--- src/rtl/vector_group_writer.sv ---
// Write-side vector buffer filler: accepts a valid/ready element stream, writes it to RAM
// at sequential addresses and reports group/buffer completion. Optional macro: VGW_CIRCULAR_EN.
module vector_group_writer #(
    parameter int DIM    = 4,
    parameter int MAX    = 8,
    parameter int DATA_W = 8,
    parameter int ADDR_W = 3
) (
    input  logic              clock,
    input  logic              reset,
    input  logic [DATA_W-1:0] data_in,
    input  logic              valid_in,
    output logic              ready_out,
    input  logic              release_pulse,  // "release" is a reserved word in SystemVerilog
    output logic              wr_en,
    output logic [ADDR_W-1:0] wr_addr,
    output logic [DATA_W-1:0] wr_data,
    output logic              group_done,
    output logic [ADDR_W-1:0] group_count,
    output logic              buffer_full
);

    localparam int ELEM_W = (DIM > 1) ? $clog2(DIM) : 1;
    localparam logic [ELEM_W-1:0] ELEM_LAST = ELEM_W'(DIM - 1);
    localparam logic [ADDR_W-1:0] ADDR_LAST = ADDR_W'(MAX - 1);

    logic [ADDR_W-1:0] addr_reg, addr_next;
    logic [ELEM_W-1:0] elem_reg, elem_next;
    logic              wr_en_reg, wr_en_next;
    logic [ADDR_W-1:0] wr_addr_reg, wr_addr_next;
    logic [DATA_W-1:0] wr_data_reg, wr_data_next;
    logic              group_done_reg, group_done_next;
    logic [ADDR_W-1:0] group_count_reg, group_count_next;
    logic              buffer_full_reg, buffer_full_next;
    logic              beat;

`ifndef VGW_CIRCULAR_EN
    typedef enum logic {
        FILL = 1'b0,
        FULL = 1'b1
    } state_t;

    state_t state_reg, state_next;

    assign ready_out = (state_reg == FILL);

    always_ff @(posedge clock or negedge reset) begin
        if (!reset) begin
            state_reg <= FILL;
        end else begin
            state_reg <= state_next;
        end
    end
`else
    logic unused_release;

    // Circular mode never stalls; the reader handshake is not needed.
    assign ready_out      = 1'b1;
    assign unused_release = release_pulse;
`endif

    assign beat = valid_in & ready_out;

    always_comb begin
        addr_next        = addr_reg;
        elem_next        = elem_reg;
        wr_en_next       = 1'b0;
        wr_addr_next     = wr_addr_reg;
        wr_data_next     = wr_data_reg;
        group_done_next  = 1'b0;
        group_count_next = group_count_reg;
`ifndef VGW_CIRCULAR_EN
        state_next       = state_reg;
        buffer_full_next = buffer_full_reg;
`else
        buffer_full_next = 1'b0;
`endif

        if (beat) begin
            wr_en_next   = 1'b1;
            wr_addr_next = addr_reg;
            wr_data_next = data_in;

            if (elem_reg == ELEM_LAST) begin
                elem_next        = '0;
                group_done_next  = 1'b1;
                group_count_next = group_count_reg + ADDR_W'(1);
            end else begin
                elem_next = elem_reg + ELEM_W'(1);
            end

            if (addr_reg == ADDR_LAST) begin
                addr_next        = '0;
                buffer_full_next = 1'b1;
`ifndef VGW_CIRCULAR_EN
                state_next       = FULL;
`else
                // A new fill starts immediately, so completed groups restart from zero.
                group_count_next = '0;
`endif
            end else begin
                addr_next = addr_reg + ADDR_W'(1);
            end
        end
`ifndef VGW_CIRCULAR_EN
        else if (state_reg == FULL && release_pulse) begin
            state_next       = FILL;
            buffer_full_next = 1'b0;
            group_count_next = '0;
        end
`endif
    end

    always_ff @(posedge clock or negedge reset) begin
        if (!reset) begin
            addr_reg        <= '0;
            elem_reg        <= '0;
            wr_en_reg       <= 1'b0;
            wr_addr_reg     <= '0;
            wr_data_reg     <= '0;
            group_done_reg  <= 1'b0;
            group_count_reg <= '0;
            buffer_full_reg <= 1'b0;
        end else begin
            addr_reg        <= addr_next;
            elem_reg        <= elem_next;
            wr_en_reg       <= wr_en_next;
            wr_addr_reg     <= wr_addr_next;
            wr_data_reg     <= wr_data_next;
            group_done_reg  <= group_done_next;
            group_count_reg <= group_count_next;
            buffer_full_reg <= buffer_full_next;
        end
    end

    assign wr_en       = wr_en_reg;
    assign wr_addr     = wr_addr_reg;
    assign wr_data     = wr_data_reg;
    assign group_done  = group_done_reg;
    assign group_count = group_count_reg;
    assign buffer_full = buffer_full_reg;

endmodule

--- config.mk ---
export PLATFORM = sky130hd
export DESIGN_NAME = vector_group_writer
export DESIGN_NICKNAME = d
export VERILOG_FILES = /design/src/rtl/vector_group_writer.sv
export SDC_FILE = /design/constraint.sdc
export NUM_CORES = 1
export LEC_CHECK = 0
export ABC_AREA = 0
export BUFFER_PORTS_ARGS = -buffer_cell sky130_fd_sc_hd__buf_2
export CELL_PAD_IN_SITES_DETAIL_PLACEMENT = 1
export CELL_PAD_IN_SITES_GLOBAL_PLACEMENT = 1
export CORE_MARGIN = 2
export CORE_UTILIZATION = 43
export DETAILED_ROUTE_END_ITERATION = 6
export PLACE_DENSITY = 0.87
export SETUP_SLACK_MARGIN = 0.3
export SLEW_MARGIN = 10
export SYNTH_ARGS = -nofsm -noshare
export SYNTH_HDL_FRONTEND = slang
export SYNTH_SLANG_ARGS = --single-unit
--- constraint.sdc ---
create_clock -name clock -period 1.96 [get_ports clock]
set_input_delay 0.392 -clock clock [delete_from_list [all_inputs] [get_ports clock]]
set_output_delay 0.392 -clock clock [all_outputs]
set_load 0.01 [all_outputs]
==> impl_results.md, run 1 <==
* Req. time, crit path at 1.57 ns
* DP Wirelength at 1.455 mm
* Worst slew pin tran at 0.4807 ns
* Final setup vio count at 0
* Synthesis-to-layout area growth at 18.31%
* Pre-antenna DRT Iters at 3
* Cells after synthesis at 64
* Share of cells above drive strength 1 at 54.74%
* Hold_ws at 0.03383 ns
* Startpoint types: register
* Crit path kind: register to output port
* Die height at 52.01 um
* Mapped Avg Cell Area at 15.48 um2
* Fin. max-slew vios at 0
* Core ar. at 0.002191 mm2
* Routed vias/inst at 4.976
* Syn Std Cell Area at 991.0 um2
* Global placer's final weighted congestion at 0.6557
* Yosys warning count at 0
* Status: finished clean
* Clock root cell: clkbuf_4
* Setup TNS at 0 ns
* Clk_skew at 0.0008185 ns
* Nets at 112
* Minimum clock period at 1.532 ns
* Antenna Violating Nets Remaining at 0
* Worst Setup End Kind: output port
* Final period utilization at 78.14%
* Vias in the first global route at 698
* Clock Latency Late Sink at 0.29 ns
* RSZ-0062 raised after global routing: no
* Post-CTS Resized at 0
* CTS H-tree lvls at 1
* Routed WL at 1.856 mm
* Pin count of the biggest net entering global routing at 23
* Sink Count at 22
* Register bit total from synthesis at 22
* Max-Cap Viols at 0
* Register area share after synthesis at 55.56%
* Clk slew on worst S/H paths at 0.12 ns
* Initial antenna violation count at 0
* Global-route wire length before repair at 3.229 mm
* Total die area at 0.002705 mm2
* Relative slew slack at 67.95%
* # IOs at 30
* Max FO, Critical Path at 11
* Grt total ovfl at 0
* Post-route cell area at 0.001172 mm2
* Core Rows at 17
* Unique cell type count in the Yosys netlist at 21
* Worst ir drop on vdd at 0.7962 mV
* # Post-CTS Setup Buffers at 0
* Drt wl/cell at 15.09 um
* GRT Util Overall at 16.47%
* DRC Markers at 0
* Input/output buffers at 29
* Leakage power at 0.5871 nW
* Starting DRT DRC Count at 1
* Number of flip-flops in the largest register at 8
* Diodes inserted at 0
* Syn_nets at 80
* TritonCTS buffer count at 3
* Hold/Removal Path Class: primary input to asynchronous set/reset pin
* CTS tree: done
* Post-CTS Hold Fix Bufs at 0
* Die Width at 52.01 um
* Vias post-DR at 612
* Initial Utilization at 45.23%
* Clock Tree Buf Depth at 2
* Final-report hold violation count at 0
* Power Dens Cells at 1416 mW/mm2
* Final Util at 53.51%
* Dpl cell area at 0.001136 mm2
* Maximum clock frequency at 652.9 MHz
* CP arrival at 1.14 ns
==> Yosys cell counts, drive strengths merged <==
| cell type | count | area share, % |
|---|---|---|
| nor2 | 2 | 0.76 |
| ha | 4 | 5.1 |
| and2 | 2 | 1.3 |
| o221ai | 1 | 0.88 |
| nand2 | 1 | 0.38 |
| nand4b | 2 | 1.8 |
| nand3b | 1 | 0.76 |
| nand2b | 2 | 1.3 |
| dfrtp | 22 | 56 |
| o2bb2ai | 1 | 0.88 |
| a21bo | 1 | 1.0 |
| mux2i | 1 | 1.0 |
| nand4bb | 1 | 1.1 |
| mux2 | 16 | 21 |
| inv | 1 | 0.38 |
| buf | 3 | 4.3 |
| o211ai | 1 | 0.76 |
| nor2b | 2 | 2.0 |
==> power by group <==
group / switching (mW) / internal [mW] / leakage (nW)
Clock: 0.128 / 0.113 / 0.0210
Combinational: 0.288 / 0.372 / 0.300
Sequential: 0.133 / 0.627 / 0.266
==> routing by layer <==
| metal | share of wire [%] | vias up | track usage [%] |
|---|---|---|---|
| met3 | 3.6 | 0 | 2.586 |
| met1 | 42 | 303 | 20.19 |
| met5 | 0 | - | 0 |
| li1 | - | 292 | - |
| met2 | 55 | 17 | 29.96 |
| met4 | 0 | 0 | 3.947 |
==> metrics by stage <==
| stage | setup WS, ns | power, mW | cells |
|---|---|---|---|
| 2_1_floorplan | 0.6345 | 1.222 | 64 |
| 6_report | 0.4284 | 1.661 | 123 |
| 5_1_grt | 0.3680 | 1.794 | 123 |
| 3_3_place_gp | 0.5687 | 1.375 | 119 |
| 4_1_cts | 0.4409 | 1.690 | 123 |
| 3_5_place_dp | 0.5257 | 1.445 | 119 |
==> worst paths after layout <==
kind / slack (ns) / from / end / cells after the start
worst max-delay path: 0.43 / buffer_full / ready_out / 2
worst min-delay path: 0.03 / reset / wr_data[2] / 1
worst max register to register: 0.54 / buffer_full / wr_addr[1] / 3
worst min register to register: 0.48 / group_count[2] / group_count[2] / 1
max in group asynchronous: 1.60 / reset / elem_reg[0] / 1
min in group clock: 0.32 / release_pulse / buffer_full / 2
==> logic make-up (layout without fill, tap and decap cells) <==
group / count (synthesis) / after routing / synth area share [%]
buffers and inverters: 4 / 35 / 4.671
AOI/OAI and AO/OA: 4 / 4 / 3.536
and+or+nand+nor: 13 / 13 / 9.344
muxes: 17 / 17 / 21.84
adders and majority gates: 4 / 4 / 5.051
DFF: 22 / 22 / 55.56
==> critical path, stage by stage (launching register included) <==
cell and delay [ns]:
dfrtp_1 0.56, inv_1 0.12, buf_2 0.16
==> cell type report <==
class	count	area [um2]
inverter	1	3.754
clock buffer	4	36.28
sequential	22	550.5
timing repair buffer	30	152.6
multi-input combinational	38	394.1
tap	28	35.03
fill	242	1018
==> placed cells by master (no fill, tap or decap), drive strengths merged <==
cell type   n
buf        30
dfrtp      22
mux2       16
ha          4
clkbuf      4
and2        2
nand4b      2
nand2b      2
nor2        2
nor2b       2
inv         1
a21bo       1
mux2i       1
o2bb2ai     1
nand3b      1
o211ai      1
nand2       1
nand4bb     1
o221ai      1
Power figures use the tool's default switching activity.
==> inputs of run 2 (changes only) <==
--- a/config.mk
+++ b/config.mk
@@ -10,9 +10,9 @@
 export CELL_PAD_IN_SITES_DETAIL_PLACEMENT = 1
 export CELL_PAD_IN_SITES_GLOBAL_PLACEMENT = 1
 export CORE_MARGIN = 2
-export CORE_UTILIZATION = 43
+export CORE_UTILIZATION = 39
 export DETAILED_ROUTE_END_ITERATION = 6
-export PLACE_DENSITY = 0.87
+export PLACE_DENSITY = 0.81
 export SETUP_SLACK_MARGIN = 0.3
 export SLEW_MARGIN = 10
 export SYNTH_ARGS = -nofsm -noshare
==> constraint.sdc (replaced) <==
create_clock -name clock -period 1.5 [get_ports clock]
set_input_delay 0.3 -clock clock [delete_from_list [all_inputs] [get_ports clock]]
set_output_delay 0.3 -clock clock [all_outputs]
set_load 0.01 [all_outputs]
==> impl_results.md, run 2 (same netlist as run 1, synthesis figures left out) <==
* Worst Hold Depth at 2
* Setup ws final at 0.2374 ns
* Final period utilization at 84.17%
* Global-route wire length before repair at 2.994 mm
* Req. time, crit path at 1.20 ns
* Hold/Removal Path Class: primary input to register
* Most frequent cells in the layout: buf_2, dfrtp_1, mux2_4, buf_4, mux2_2
* Fin. max-slew vios at 0
* CP arrival at 0.96 ns
* Vias in the first global route at 658
* Antenna Violating Nets Remaining at 0
* Clock root cell: clkbuf_4
* Number of flip-flops in the largest register at 8
* Pin count of the biggest net entering global routing at 23
* Clock Tree Buf Depth at 2
* Max-Cap Viols at 0
* Startpoint types: register
* Starting DRT DRC Count at 0
* Routed vias/inst at 4.827
* Worst Setup End Kind: output port
* Tot Pwr at 2.487 mW
* Sink Count at 22
* CP peak stage delay at 0.48 ns
* Nets at 120
* Die Width at 54.41 um
* Setup TNS at 0 ns
* Clk slew on worst S/H paths at 0.12 ns
* Commonest non-fill, non-tap cell in the layout: buf_2
* GRT Util Overall at 14.77%
* Die height at 54.41 um
* CTS tree: done
* Maximum clock frequency at 792.0 MHz
* DP Wirelength at 1.301 mm
* Pre-antenna DRT Iters at 1
* Final setup vio count at 0
* Synthesis-to-layout area growth at 31.06%
* Routed WL at 1.898 mm
* TritonCTS buffer count at 3
* # IOs at 30
* Input/output buffers at 29
* CTS H-tree lvls at 1
* Initial Utilization at 40.74%
* Minimum clock period at 1.263 ns
* Cell Chain, Critical Path: inv_2 > buf_6
* Worst slew pin tran at 0.4961 ns
* Crit path kind: register to output port
* DRC Markers at 0
* Hold_ws at 0.2127 ns
* Grt total ovfl at 0
* Worst slack, placed at 0.2061 ns
* Status: finished clean
* Core Rows at 18
* Leakage power at 0.6592 nW
* RSZ-0062 raised after global routing: yes
* Max FO, Critical Path at 6
* Share of cells above drive strength 1 at 60.19%
* Diodes inserted at 0
* Worst ir drop on vdd at 0.8384 mV
* Vias post-DR at 642
* Slowest cell on crit path: dfrtp_2
* Drt wl/cell at 14.27 um
* Core ar. at 0.002432 mm2
* R2R depth at 3
* Power Dens Cells at 1915 mW/mm2
* Final-report hold violation count at 0
* Clock Latency Late Sink at 0.30 ns
* Relative slew slack at 66.93%
* Clk_skew at 0.001520 ns
* Initial antenna violation count at 0
* Global placer's final weighted congestion at 0.6224
* Total die area at 0.002960 mm2
* Fill cells at 266
## run 2: path summary, 6_finish.rpt
check                          startpoint  slack, ns              to
max                           buffer_full       0.24       ready_out
min                            data_in[7]       0.21      wr_data[7]
max reg2reg                   buffer_full       0.24     addr_reg[1]
min reg2reg                group_count[2]       0.47  group_count[2]
max in group asynchronous           reset       0.66     buffer_full
min in group asynchronous           reset       0.48      wr_data[7]
## run 2: layer usage
metal	routed length [um]	track usage, %
met1	838	17.74
met2	933	25.30
met3	89	2.459
met4	36	7.500
met5	0	0
## run 2: timing repair
action | in CTS | in global routing
endpoints found under the hold margin | 22 | 0
setup endpoints to repair | 20 | 18
gates cloned | 0 | 0
gates resized for setup | 10 | 0
pin swaps | 1 | 0
buffers inserted | 6 | 0
hold buffers | 1 | 0
## run 2: layout make-up
cell class	count	area (um2)	share of cell area [%]
Inverter	1	3.754	0.2890
Multi-Input combinational cell	38	415.4	31.98
Sequential cell	22	551.8	42.49
Clock buffer	3	22.52	1.734
Timing Repair Buffer	38	237.7	18.30
Clock inverter	1	30.03	2.312
Tap cell	30	37.54	2.890
## run 2: worst max-delay path: cells and delay by family (launching register included)
family | cells | cell delay, ns
buffers and inverters | 2 | 0.18
DFF | 1 | 0.48
## run 2: through the flow
step           std cells  util, %  instance area (um2)
4_1_cts              133    53.40                 1299
2_1_floorplan         64        -                991.0
3_3_place_gp         122    47.63                 1159
5_1_grt              133    53.40                 1299
3_5_place_dp         122    47.63                 1159
6_report             133    53.40                 1299
## run 2: power breakdown
part | internal (mW) | leakage, nW | switching (mW) | total (mW)
clock network | 0.270 | 0.0279 | 0.180 | 0.450
registers | 0.820 | 0.264 | 0.134 | 0.954
logic | 0.645 | 0.367 | 0.438 | 1.08
